**src/rtl/disp_scan_sched.sv**
```systemverilog
// Six-digit seven-segment scan scheduler: multiplexes the digit selects and
// latches one whole frame per scan from either the timer or the message overlay.
module disp_scan_sched #(
  parameter int unsigned SCAN_DIV     = 100000,
  parameter int unsigned BLINK_FRAMES = 42
) (
  input  logic        clkin,
  input  logic        rst_n,
  input  logic [23:0] tmr_data,
  input  logic        tmr_valid,
  output logic        tmr_ack,
  input  logic [23:0] msg_data,
  input  logic        msg_req,
  output logic        msg_ack,
  input  logic [5:0]  blink_mask,
  output logic [5:0]  sel,
  output logic [7:0]  led,
  output logic        frame_start,
  output logic        active_src
);

  localparam int unsigned PW = (SCAN_DIV > 1) ? $clog2(SCAN_DIV) : 1;
  localparam int unsigned BW = (BLINK_FRAMES > 1) ? $clog2(BLINK_FRAMES) : 1;
  localparam logic [PW-1:0] PS_MAX = PW'(SCAN_DIV - 1);
  localparam logic [BW-1:0] BL_MAX = BW'(BLINK_FRAMES - 1);

  logic [PW-1:0] prescaler;
  logic [2:0]    idx;
  logic [23:0]   frame_buf;
  logic [5:0]    mask_buf;
  logic [BW-1:0] blink_cnt;
  logic          blink_phase;

  logic          tick;
  logic          boundary;
  logic [2:0]    idx_nx;
  logic [23:0]   buf_nx;
  logic [5:0]    mask_nx;
  logic [BW-1:0] cnt_nx;
  logic          phase_nx;
  logic          src_nx;
  logic          tack_nx;
  logic          mack_nx;
  logic [5:0]    sel_nx;
  logic [7:0]    led_nx;

  function automatic logic [3:0] pick_nibble(input logic [23:0] f, input logic [2:0] i);
    logic [3:0] n;
    case (i)
      3'd0:    n = f[23:20];
      3'd1:    n = f[19:16];
      3'd2:    n = f[15:12];
      3'd3:    n = f[11:8];
      3'd4:    n = f[7:4];
      3'd5:    n = f[3:0];
      default: n = 4'hA;
    endcase
    return n;
  endfunction

  function automatic logic [7:0] seg_decode(input logic [3:0] d);
    logic [7:0] s;
    case (d)
      4'h0:    s = 8'hC0;
      4'h1:    s = 8'hF9;
      4'h2:    s = 8'hA4;
      4'h3:    s = 8'hB0;
      4'h4:    s = 8'h99;
      4'h5:    s = 8'h92;
      4'h6:    s = 8'h82;
      4'h7:    s = 8'hF8;
      4'h8:    s = 8'h80;
      4'h9:    s = 8'h90;
      4'hB:    s = 8'h86;
      4'hC:    s = 8'hAB;
      4'hD:    s = 8'hA1;
      default: s = 8'hFF;
    endcase
    return s;
  endfunction

  always_comb begin
    tick     = (prescaler == PS_MAX);
    boundary = tick && (idx == 3'd5);
    idx_nx   = idx;
    buf_nx   = frame_buf;
    mask_nx  = mask_buf;
    cnt_nx   = blink_cnt;
    phase_nx = blink_phase;
    src_nx   = active_src;
    tack_nx  = 1'b0;
    mack_nx  = 1'b0;

    if (tick) begin
      idx_nx = (idx == 3'd5) ? 3'd0 : idx + 3'd1;
    end

    if (boundary) begin
      if (msg_req) begin
        buf_nx  = msg_data;
        src_nx  = 1'b1;
        mack_nx = 1'b1;
      end else if (tmr_valid) begin
        buf_nx  = tmr_data;
        src_nx  = 1'b0;
        tack_nx = 1'b1;
      end
      mask_nx = blink_mask;
      if (blink_cnt == BL_MAX) begin
        cnt_nx   = '0;
        phase_nx = ~blink_phase;
      end else begin
        cnt_nx = blink_cnt + 1'b1;
      end
    end

    // Outputs are built from the post-edge idx/buffer/blink state so that the
    // first digit of a new frame already reflects what the boundary latched.
    sel_nx = ~(6'b100000 >> idx_nx);
    led_nx = seg_decode(pick_nibble(buf_nx, idx_nx));
    if (phase_nx && |(mask_nx & ~sel_nx)) begin
      led_nx = 8'hFF;
    end
  end

  always_ff @(posedge clkin or negedge rst_n) begin
    if (!rst_n) begin
      prescaler   <= '0;
      idx         <= 3'd5;
      frame_buf   <= 24'hAAAAAA;
      mask_buf    <= '0;
      blink_cnt   <= '0;
      blink_phase <= 1'b0;
      sel         <= '1;
      led         <= '1;
      tmr_ack     <= 1'b0;
      msg_ack     <= 1'b0;
      frame_start <= 1'b0;
      active_src  <= 1'b0;
    end else begin
      prescaler   <= tick ? '0 : prescaler + 1'b1;
      idx         <= idx_nx;
      frame_buf   <= buf_nx;
      mask_buf    <= mask_nx;
      blink_cnt   <= cnt_nx;
      blink_phase <= phase_nx;
      active_src  <= src_nx;
      tmr_ack     <= tack_nx;
      msg_ack     <= mack_nx;
      frame_start <= boundary;
      if (tick) begin
        sel <= sel_nx;
        led <= led_nx;
      end
    end
  end

endmodule

```
**config.mk**
```make
export PLATFORM = sky130hd
export DESIGN_NAME = disp_scan_sched
export DESIGN_NICKNAME = d
export VERILOG_FILES = /design/src/rtl/disp_scan_sched.sv
export SDC_FILE = /design/constraint.sdc
export NUM_CORES = 1
export LEC_CHECK = 0
export CORE_MARGIN = 1
export CORE_UTILIZATION = 40
export CTS_CLUSTER_SIZE = 28
export DETAILED_ROUTE_END_ITERATION = 10
export GPL_TIMING_DRIVEN = 1
export SETUP_SLACK_MARGIN = 0.2
export SLEW_MARGIN = 20
export SYNTH_ARGS = -nofsm -noshare
export SYNTH_HDL_FRONTEND = slang
export SYNTH_SLANG_ARGS = --single-unit
```
**constraint.sdc**
```tcl
create_clock -name clkin -period 5.4 [get_ports clkin]
set_clock_uncertainty 0.1 [all_clocks]
set_input_delay 1.62 -clock clkin [delete_from_list [all_inputs] [get_ports clkin]]
set_output_delay 1.62 -clock clkin [all_outputs]
set_load 0.005 [all_outputs]
```
After elaboration in Yosys (flattened, before gate mapping)

Memory sizes are Yosys's and may differ from the RTL's.
Cells that the tools add are included.

Flip-flop bits (word level): 75
Bits in latches: 0
Bits in writable memories: 0
ROM bits: 112
Bits of input ports: 58
Memories kept: 1

Memory list:

| memory           | depth | width | read ports | clocked after Yosys merged registers in | write ports | line | RTL |
|---|---|---|---|---|---|---|---|
| (name not given) | 16    | 7     | 1          | 0                                       | 0           | 63   | `case (d)` |

Add/sub/neg operators: 3
$mul: 0
Div/mod/pow operators: 0
Magnitude comparators: 0
Equality and inequality tests: 8
Shift operators: 1
Mux-type cells: 19
Bitwise operators: 4
Reduce and logical (&&, ||, !) cells: 6

Operators with widths:

| cell                  | count |
|---|---|
| $mux 24               | 3 |
| $pmux 4 s6            | 1 |
| $add 17x1->17 const B | 1 |
| $eq 17x17->1 const B  | 1 |
| $mux 17               | 1 |
| $mux 6                | 2 |
| $not 6->6             | 2 |
| $eq 3x3->1 const B    | 3 |
| $mux 1                | 9 |
| $mux 8                | 1 |
| $add 6x1->6 const B   | 1 |
| $and 6x6->6           | 1 |
| $eq 3x2->1 const B    | 2 |
| $eq 6x6->1 const B    | 1 |
| $mux 3                | 2 |
| $reduce_or 6->1       | 1 |
| $shr 6x3->6 const A   | 1 |
| $add 3x1->3 const B   | 1 |
| $eq 3x1->1 const B    | 1 |
| $logic_not 3->1       | 1 |
| $logic_and 1x1->1     | 2 |
| $reduce_and 2->1      | 1 |
| $reduce_bool 2->1     | 1 |
| $not 1->1             | 1 |

Logic depth before layout (Yosys ltp)

Gate-level depths: netlist of run 1.

Word-level depth: 10
Gate-level depth with buffers: 18

Worst setup path after synthesis of run 1

Ideal clock, no wire load.

Kind: input to register
Start point: input port tmr_valid
End point: register led[6]
Arrival time: 4.178 ns
Required time: 5.217 ns
Path slack: 1.040 ns
Cell stages on the path: 14
Path buffers: 3
Cells stage by stage: clkbuf_1 > clkbuf_1 > clkbuf_1 > a41oi_1 > nor2_1 > nor2_1 > a221oi_1 > o21ai_0 > a21oi_1 > inv_1 > ha_1 > a211o_1 > o211ai_1 > a21oi_1

Word-level cells in the longest chain between the ends: 6

RTL lines:

| item                 | line | RTL |
|---|---|---|
| start, declared      | 10   | `input logic tmr_valid,` |
| $mux 24              | 103  | `end else if (tmr_valid) begin` |
| $mux 24              | 99   | `if (msg_req) begin` |
| $mux 24              | 98   | `if (boundary) begin` |
| net buf_nx[12]       | 37   | `logic [23:0] buf_nx;` |
| $pmux 4 s6           | 49   | `case (i)` |
| $mem_v2 16x7         | n/a  |  |
| $mux 8               | 121  | `if (phase_nx && \|(mask_nx & ~sel_nx)) begin` |
| end signal, assigned | 153  | `led <= led_nx;` |
| end, declared        | 17   | `output logic [7:0] led,` |

The timed path passes the listed nets, and every way through them passes these cells.
A chain may end at the register's enable or synchronous reset.

Worst setup path after layout of run 1

Ends and elaborated chain as after synthesis.

==> flow_metrics.env, run 1 <==
export IMPL_status="completed"
export IMPL_layout_cells_non_filler=692
export IMPL_cp_data_arrival_time_ps=4530
export IMPL_grt_max_degree=75
export IMPL_vias=4001
export IMPL_clk_pin_slew_ps=70
export IMPL_worst_slew_pin_slew_ps=963
export IMPL_ys_warn_count=0
export IMPL_period_share=0.803
export IMPL_synth_nets=557
export IMPL_syn_area_per_cell_um2=8.96
export IMPL_holdBufCountCts=0
export IMPL_fill_cells=996
export IMPL_p_int_uw=873
export IMPL_switching_share=0.225
export IMPL_layout_common_cells="73 x clkdlybuf4s50_1, 59 x nand2_1, 52 x nor2_1"
export IMPL_drt_iter0_drc=264
export IMPL_synthFlopType="dfrtp_1"
export IMPL_rsz0062_at_grt="no"
export IMPL_grt_pass1_vias=4008
export IMPL_crit_fanout=28
export IMPL_hold_violations=0
export IMPL_cts_resized=0
export IMPL_busiest_layer="met2"
export IMPL_max_freq_mhz=230
export IMPL_wirelength_mm=12.8
export IMPL_power_leakage_nw=2.17
export IMPL_async_flop_share=1.00
export IMPL_syn_area_um2=4380
export IMPL_drc=0
export IMPL_ys_types=66
export IMPL_maxSlewViolCount=0
export IMPL_grt_ovfl_total=0
export IMPL_io_buffers=74
export IMPL_wl_per_cell_um=18.6
export IMPL_via_per_inst=5.78
export IMPL_power_switching_uw=253
export IMPL_io_pins=76
export IMPL_layout_area_overhead_vs_synth_pct=23.2
export IMPL_coreArea_um2=10500
export IMPL_grt_first_pass_wirelength_mm=20.8
export IMPL_met1_usage=0.318
export IMPL_end_kind="flip-flop"
export IMPL_maxSlewHeadroom=0.358
export IMPL_hpwl_mm=8.88
export IMPL_min_path_type="flip-flop to flip-flop"
export IMPL_critPathKind="input port to flip-flop"
export IMPL_finalSetupViolCount=0
export IMPL_met2_usage=0.387
export IMPL_start_util=0.419
export IMPL_die_h_um=107
export IMPL_htreeDepth=3
export IMPL_cts_tree="yes"
export IMPL_rows=37
export IMPL_clk_latency_ps=370
export IMPL_cts_sinks=74
export IMPL_finalWorstPathRequiredPeriod_ps=4340
export IMPL_use_met3=0.0419
export IMPL_synthCells=489
export IMPL_cts_root_buffer="clkbuf_8"
export IMPL_cts_made_buffers=9
export IMPL_antenna_found_initial=0
export IMPL_p_total_mw=1.13
export IMPL_dieArea_um2=11400
export IMPL_synth_seq_area_share=0.430
export IMPL_final_layout_size_suffix_gt1_frac=0.115
export IMPL_die_w_um=107
export IMPL_insertedDiodeCount=0
export IMPL_power_frac_clock=0.434
export IMPL_nets=619
export IMPL_synth_edff_count=0
export IMPL_gp_congestion=0.859
export IMPL_fin_setup_tns_ps=0
export IMPL_worstPathRequired_ps=5590
export IMPL_drt_pass1_iterations=5
export IMPL_clockBufferDepth=2
export IMPL_groute_usage_overall=0.239
export IMPL_p_comb_frac=0.071
export IMPL_rrSetupSlack_ps=1200
export IMPL_ys_ff_latch=74
export IMPL_hold_slack_ps=382
export IMPL_irDropWorstVdd_uv=156
export IMPL_cp_start_kind="input port"
export IMPL_p_seq_frac=0.495
export IMPL_final_common_cell="clkdlybuf4s50_1"
export IMPL_cap_viol_max_count=0
export IMPL_cellPowerDensity_nw_per_um2=209
export IMPL_postRouteAntennaNets=0
export IMPL_post_cts_buffers=0
export IMPL_place_inst=676
## layer usage
layer | wire length (µm) | part of all wire
met1 | 5690 | 0.44
met2 | 6280 | 0.49
met3 | 651 | 0.051
met4 | 227 | 0.018
met5 | 0 | 0
## metrics by stage
| step | utilization | setup slack, ps | instance area (µm²) |
|---|---|---|---|
| after floorplan | - | 1040 | 4380 |
| after global placement | 0.495 | 832 | 5180 |
| after detailed placement | 0.495 | 757 | 5180 |
| after CTS | 0.516 | 1130 | 5400 |
| after global routing | 0.516 | 855 | 5400 |
| final | 0.516 | 1060 | 5400 |
## state kept, by name (all words and copies together), names as in the netlist, 3 cells and up
name	cells
led	7
mask_buf	6
blink_cnt	6
frame_buf	24
sel	6
prescaler	17
idx	3
## power groups by stage
| stage | clock [mW] | combinational, mW | sequential (mW) |
|---|---|---|---|
| after floorplan | 0 | 0.0169 | 0.567 |
| after global placement | 0 | 0.0805 | 0.567 |
| after detailed placement | 0 | 0.0810 | 0.567 |
| after CTS | 0.501 | 0.0814 | 0.557 |
| after global routing | 0.522 | 0.0870 | 0.557 |
| final | 0.488 | 0.0801 | 0.557 |
## final cells by class
class	count	area, µm²	share of cell area
inverters	16	60.1	0.0111
clock buffers	11	141	0.0262
multi-input cells	369	2270	0.421
well taps	136	170	0.0315
clock inverters	5	77.6	0.0144
repair buffers	81	791	0.146
flip-flops and latches	74	1890	0.349
## critical path, stage by stage
cell	delay [ps]
clkdlybuf4s50_1	520
buf_4	310
a41oi_1	150
nor2_1	150
nor2_1	80
a221oi_1	270
o21ai_0	130
a21oi_1	450
inv_1	170
ha_1	250
a211o_1	260
o211ai_1	90
a21oi_1	60
## kinds of logic (layout without fill, tap and decap cells)
group | Yosys count | in the layout | share of synthesized area
AOI/OAI and AO/OA | 122 | 122 | 0.183
xor gates and xnor gates | 18 | 18 | 0.0377
adders and majority gates | 10 | 10 | 0.0286
buffers and inverters | 46 | 113 | 0.0508
DFF | 74 | 74 | 0.430
muxes | 5 | 5 | 0.0114
other | 1 | 1 | 0.000856
and+or+nand+nor | 213 | 213 | 0.257
## cell usage after synthesis, types with 4 or more instances
library cell / count / share of area
a31oi_1: 8 / 0.011
nor2_1: 52 / 0.045
buf_6: 4 / 0.010
inv_1: 14 / 0.012
and3_1: 10 / 0.014
and2_1: 5 / 0.0071
nor4_1: 11 / 0.016
o31ai_1: 4 / 0.0069
dfstp_2: 27 / 0.16
nand4_1: 9 / 0.013
o21ai_0: 21 / 0.024
o21a_1: 5 / 0.0086
or3_1: 7 / 0.010
ha_1: 10 / 0.029
o211ai_1: 5 / 0.0086
dfrtp_1: 47 / 0.27
buf_2: 4 / 0.0046
buf_4: 4 / 0.0069
nand2b_1: 7 / 0.010
nand2_1: 59 / 0.051
nor3_1: 10 / 0.011
nand3_1: 19 / 0.022
and4_1: 4 / 0.0080
mux2i_1: 5 / 0.011
xnor2_1: 9 / 0.018
o22a_1: 4 / 0.0080
a21oi_1: 28 / 0.032
a22oi_1: 6 / 0.010
o22ai_1: 19 / 0.027
xor2_1: 8 / 0.016
nor2b_1: 5 / 0.0071
clkbuf_1: 17 / 0.015
## path summary, 6_finish.rpt
kind | startpoint | to | cells after the start
max in group asynchronous | rst_n | mask_buf[1]$_DFF_PN0_ | 1
min in group asynchronous | rst_n | prescaler[7]$_DFF_PN0_ | 1
hold / removal | mask_buf[5]$_DFF_PN0_ | mask_buf[5]$_DFF_PN0_ | 2
setup / recovery | tmr_valid | led[6]$_DFFE_PN1N_ | 13
setup reg to reg | prescaler[0]$_DFF_PN0_ | led[6]$_DFFE_PN1N_ | 14
hold reg to reg | mask_buf[5]$_DFF_PN0_ | mask_buf[5]$_DFF_PN0_ | 2
(Power assumes the default switching activity.)
==> inputs of run 2 (changes only) <==
clock period = 4.1 ns   (was 5.4 ns; I/O delays follow)
==> flow_metrics.env, run 2 (synthesized netlist as in run 1, its figures left out) <==
export IMPL_coreArea_um2=10500
export IMPL_largest_reg_flops=24
export IMPL_worstPathRequired_ps=4290
export IMPL_postRouteAntennaNets=0
export IMPL_fin_setup_tns_ps=0
export IMPL_layout_cells_non_filler=714
export IMPL_antenna_found_initial=0
export IMPL_met2_usage=0.366
export IMPL_max_freq_mhz=271
export IMPL_cts_made_buffers=9
export IMPL_hold_violations=0
export IMPL_r2r_start="prescaler[12]$_DFF_PN0_"
export IMPL_holdBufCountCts=0
export IMPL_gp_congestion=0.902
export IMPL_regMostFlops="frame_buf"
export IMPL_groute_usage_overall=0.235
export IMPL_final_layout_size_suffix_gt1_frac=0.152
export IMPL_cts_sinks=74
export IMPL_drc=0
export IMPL_irDropWorstVdd_uv=123
export IMPL_nets=641
export IMPL_use_met3=0.0432
export IMPL_grt_ovfl_total=0
export IMPL_post_cts_buffers=0
export IMPL_fill_cells=1011
export IMPL_min_path_type="flip-flop to flip-flop"
export IMPL_reg2reg_depth=14
export IMPL_final_common_cell="clkdlybuf4s50_1"
export IMPL_cp_start_kind="input port"
export IMPL_die_h_um=107
export IMPL_finalSetupViolCount=0
export IMPL_cts_tree="yes"
export IMPL_regArea_um2=1890
export IMPL_finalWorstPathRequiredPeriod_ps=3680
export IMPL_cts_resized=0
export IMPL_maxSlewHeadroom=0.357
export IMPL_layout_common_cells="73 x clkdlybuf4s50_1, 59 x nand2_1, 52 x nor2_1"
export IMPL_period_share=0.898
export IMPL_io_buffers=74
export IMPL_io_pins=76
export IMPL_end_kind="flip-flop"
export IMPL_rows=37
export IMPL_via_per_inst=5.57
export IMPL_cellPowerDensity_nw_per_um2=257
export IMPL_grt_first_pass_wirelength_mm=20.6
export IMPL_largest_registers="frame_buf: 24 flops, prescaler: 17 flops, led: 7 flops"
export IMPL_grt_max_degree=75
export IMPL_cts_root_buffer="clkbuf_8"
export IMPL_met1_usage=0.329
export IMPL_post_place_ws_ps=89.0
export IMPL_r2r_end="led[3]$_DFFE_PN1N_"
export IMPL_setup_ws_ps=416
export IMPL_wl_per_cell_um=17.5
export IMPL_layout_core_utilization=0.533
export IMPL_drt_iter0_drc=206
export IMPL_critPathKind="input port to flip-flop"
export IMPL_clk_pin_slew_ps=80
export IMPL_clk_latency_ps=370
export IMPL_hpwl_mm=8.83
export IMPL_grt_pass1_vias=3883
export IMPL_clockBufferDepth=2
export IMPL_htreeDepth=3
export IMPL_die_w_um=107
export IMPL_cp_data_arrival_time_ps=3870
export IMPL_drt_pass1_iterations=4
export IMPL_rrSetupSlack_ps=520
export IMPL_crit_fanout=4
export IMPL_dieArea_um2=11400
export IMPL_multi_input_area_um2=2280
export IMPL_maxSlewViolCount=0
export IMPL_rsz0062_at_grt="no"
export IMPL_wirelength_mm=12.5
export IMPL_layout_area_overhead_vs_synth_pct=27.2
export IMPL_place_inst=698
export IMPL_insertedDiodeCount=0
export IMPL_endpoint="led[6]$_DFFE_PN1N_"
export IMPL_cap_viol_max_count=0
export IMPL_vias=3977
export IMPL_start_util=0.419
export IMPL_crit_start="tmr_valid"
export IMPL_busiest_layer="met2"
export IMPL_status="completed"
export IMPL_power_leakage_nw=2.27
export IMPL_worst_slew_pin_slew_ps=965
==> run 2: critical path, cell delays in order <==
cell	delay (ps)
clkdlybuf4s50_1	530
inv_1	110
nor4_1	290
o21ai_0	130
o221a_2	160
a221oi_1	250
o21ai_0	180
a21oi_2	250
inv_1	120
ha_1	230
a211o_1	270
o211ai_1	90
a21oi_1	60
==> run 2: final cells by class <==
type                       instances  area share
multi-input combinational        369       0.408
sequential                        74       0.338
timing repair buffer             103       0.176
tap                              136      0.0305
clock buffer                       9      0.0222
clock inverter                     7      0.0137
inverter                          16      0.0108
==> run 2: where the power goes <==
part	switching (mW)	internal (mW)	total, mW
clock network	0.305	0.286	0.592
logic	0.0456	0.0617	0.107
registers	0.000911	0.733	0.733
==> run 2: metal layers <==
layer / vias to the layer above / part of all wire
met5: - / 0
met3: 11 / 0.055
met4: 0 / 0.013
met2: 100 / 0.47
li1: 1940 / -
met1: 1926 / 0.46
==> run 2: how the worst min path moves through the flow <==
stage                            from                endpoint  depth (start not counted)
2_1_floorplan   mask_buf[5]$_DFF_PN0_   mask_buf[5]$_DFF_PN0_                          2
6_report        mask_buf[4]$_DFF_PN0_   mask_buf[4]$_DFF_PN0_                          2
5_1_grt        prescaler[0]$_DFF_PN0_  prescaler[0]$_DFF_PN0_                          1
3_5_place_dp    mask_buf[4]$_DFF_PN0_   mask_buf[4]$_DFF_PN0_                          2
3_3_place_gp    mask_buf[5]$_DFF_PN0_   mask_buf[5]$_DFF_PN0_                          2
4_1_cts         mask_buf[4]$_DFF_PN0_   mask_buf[4]$_DFF_PN0_                          2
==> run 2: stage by stage <==
stage	area [µm²]	hold WS (ps)	power, mW
after floorplan	4380	338	0.769
after global placement	5370	350	0.855
after detailed placement	5370	361	0.855
after CTS	5570	382	1.45
after global routing	5570	410	1.49
final	5570	383	1.43
==> inputs of run 3 (changes only) <==
PLACE_DENSITY = 0.66   (was default)
clock period = 3.01 ns   (was 4.1 ns; I/O delays follow)
==> flow_metrics.env, run 3 (synthesized netlist as in run 1, its figures left out) <==
export IMPL_cp_data_arrival_time_ps=3360
export IMPL_cp_start_kind="flip-flop"
export IMPL_finalWorstPathRequiredPeriod_ps=3180
export IMPL_crit_fanout=4
export IMPL_gp_congestion=0.911
export IMPL_max_freq_mhz=314
export IMPL_drc=0
export IMPL_grt_max_degree=75
export IMPL_maxSlewViolCount=0
export IMPL_wirelength_mm=13.8
export IMPL_wl_per_cell_um=17.4
export IMPL_drt_pass1_iterations=4
export IMPL_grt_first_pass_wirelength_mm=22.1
export IMPL_regArea_um2=1890
export IMPL_irDropWorstVdd_uv=178
export IMPL_final_layout_size_suffix_gt1_frac=0.316
export IMPL_fill_cells=909
export IMPL_min_path_type="flip-flop to flip-flop"
export IMPL_grt_ovfl_total=0
export IMPL_rsz0062_at_grt="yes"
export IMPL_clk_pin_slew_ps=80
export IMPL_power_leakage_nw=2.69
export IMPL_nets=721
export IMPL_rows=37
export IMPL_regMostFlops="frame_buf"
export IMPL_fin_area_um2=6420
export IMPL_setup_ws_ps=-173
export IMPL_clockBufferDepth=2
export IMPL_cap_viol_max_count=0
export IMPL_layout_core_utilization=0.613
export IMPL_layout_area_overhead_vs_synth_pct=46.5
export IMPL_cellPowerDensity_nw_per_um2=303
export IMPL_final_common_cell="buf_4"
export IMPL_worstPathRequired_ps=3190
export IMPL_vias=4435
export IMPL_hold_violations=0
export IMPL_die_h_um=107
export IMPL_hpwl_mm=9.53
export IMPL_cts_made_buffers=9
export IMPL_htreeDepth=3
export IMPL_hold_slack_ps=380
export IMPL_die_w_um=107
export IMPL_dieArea_um2=11400
export IMPL_via_per_inst=5.59
export IMPL_postRouteAntennaNets=0
export IMPL_end_kind="flip-flop"
export IMPL_critPathKind="flip-flop to flip-flop"
export IMPL_violations="setup timing"
export IMPL_cts_sinks=74
export IMPL_placed_cell_area_um2=5850
export IMPL_grt_pass1_vias=4529
export IMPL_layout_common_cells="98 x buf_4, 71 x clkdlybuf4s50_1, 57 x nand2_1"
export IMPL_finalSetupViolCount=7
export IMPL_largest_registers="frame_buf: 24 flops, prescaler: 17 flops, led: 7 flops"
export IMPL_multi_input_area_um2=2520
export IMPL_drt_iter0_drc=257
export IMPL_status="complete, but fails checks"
export IMPL_antenna_found_initial=0
export IMPL_groute_usage_overall=0.249
export IMPL_cts_tree="yes"
export IMPL_clk_latency_ps=360
export IMPL_start_util=0.419
export IMPL_largest_reg_flops=24
export IMPL_io_buffers=74
export IMPL_io_pins=76
export IMPL_cts_root_buffer="clkbuf_8"
export IMPL_coreArea_um2=10500
export IMPL_period_share=1.06
export IMPL_insertedDiodeCount=0
[run 3: power breakdown]
group | internal [mW] | total [mW] | switching (mW)
registers | 0.998 | 0.999 | 0.00105
logic | 0.0958 | 0.163 | 0.0674
clock network | 0.406 | 0.785 | 0.379
[run 3: final cells by class]
| cell class | count | share of cell area |
|---|---|---|
| Tap cell | 136 | 0.0265 |
| Inverter | 16 | 0.0109 |
| Multi-Input combinational cell | 371 | 0.392 |
| Sequential cell | 74 | 0.294 |
| Clock inverter | 4 | 0.00799 |
| Clock buffer | 12 | 0.0226 |
| Timing Repair Buffer | 181 | 0.246 |
[run 3: path summary, 6_finish.rpt]
kind | start | slack (ps) | to | cells after the start
min | mask_buf[5]$_DFF_PN0_ | 380 | mask_buf[5]$_DFF_PN0_ | 2
min in group asynchronous | rst_n | 440 | blink_cnt[5]$_DFFE_PN0N_ | 2
max | prescaler[6]$_DFF_PN0_ | -170 | led[3]$_DFFE_PN1N_ | 16
max in group asynchronous | rst_n | 1970 | led[4]$_DFFE_PN1N_ | 2
max reg2reg | prescaler[6]$_DFF_PN0_ | -170 | led[3]$_DFFE_PN1N_ | 16
min reg2reg | mask_buf[5]$_DFF_PN0_ | 380 | mask_buf[5]$_DFF_PN0_ | 2
[run 3: per-stage QoR]
stage	instances	setup TNS, ps	setup WS [ps]	power (mW)
2_1_floorplan	489	-289	-105	1.05
4_1_cts	793	-598	-130	1.96
5_1_grt	794	-2050	-353	2.01
3_3_place_gp	761	-3760	-575	1.17
3_5_place_dp	761	-4420	-678	1.17
6_report	794	-877	-173	1.95
[run 3: worst max-delay path, cell delays in order (launching register included)]
cell and delay [ps]:
dfrtp_1 410, nor4b_4 340, and4_4 340, buf_6 140
buf_6 110, a41oi_2 120, nor2_2 150, nor2_2 60
a221oi_2 250, o21ai_1 120, a21oi_2 170, buf_6 150
ha_4 220, inv_2 40, nand2_1 30, and3_1 170
nor3_2 170
[run 3: what timing repair did]
| item | CTS | global route |
|---|---|---|
| endpoints found under the hold margin | 0 | 0 |
| gates resized for setup | 44 | 18 |
| buffers inserted | 14 | 1 |
| hold buffers | 0 | 0 |
| endpoints found under the setup margin | 7 | 7 |
| pin swaps | 21 | 9 |
| gates cloned | 2 | 0 |
[run 3: per-layer routing]
| metal | vias up | track usage | part of all wire |
|---|---|---|---|
| met1 | 2137 | 0.319 | 0.43 |
| met4 | 0 | 0.121 | 0.031 |
| met5 | - | 0 | 0 |
| met2 | 163 | 0.413 | 0.48 |
| met3 | 32 | 0.0359 | 0.061 |
| li1 | 2103 | - | - |
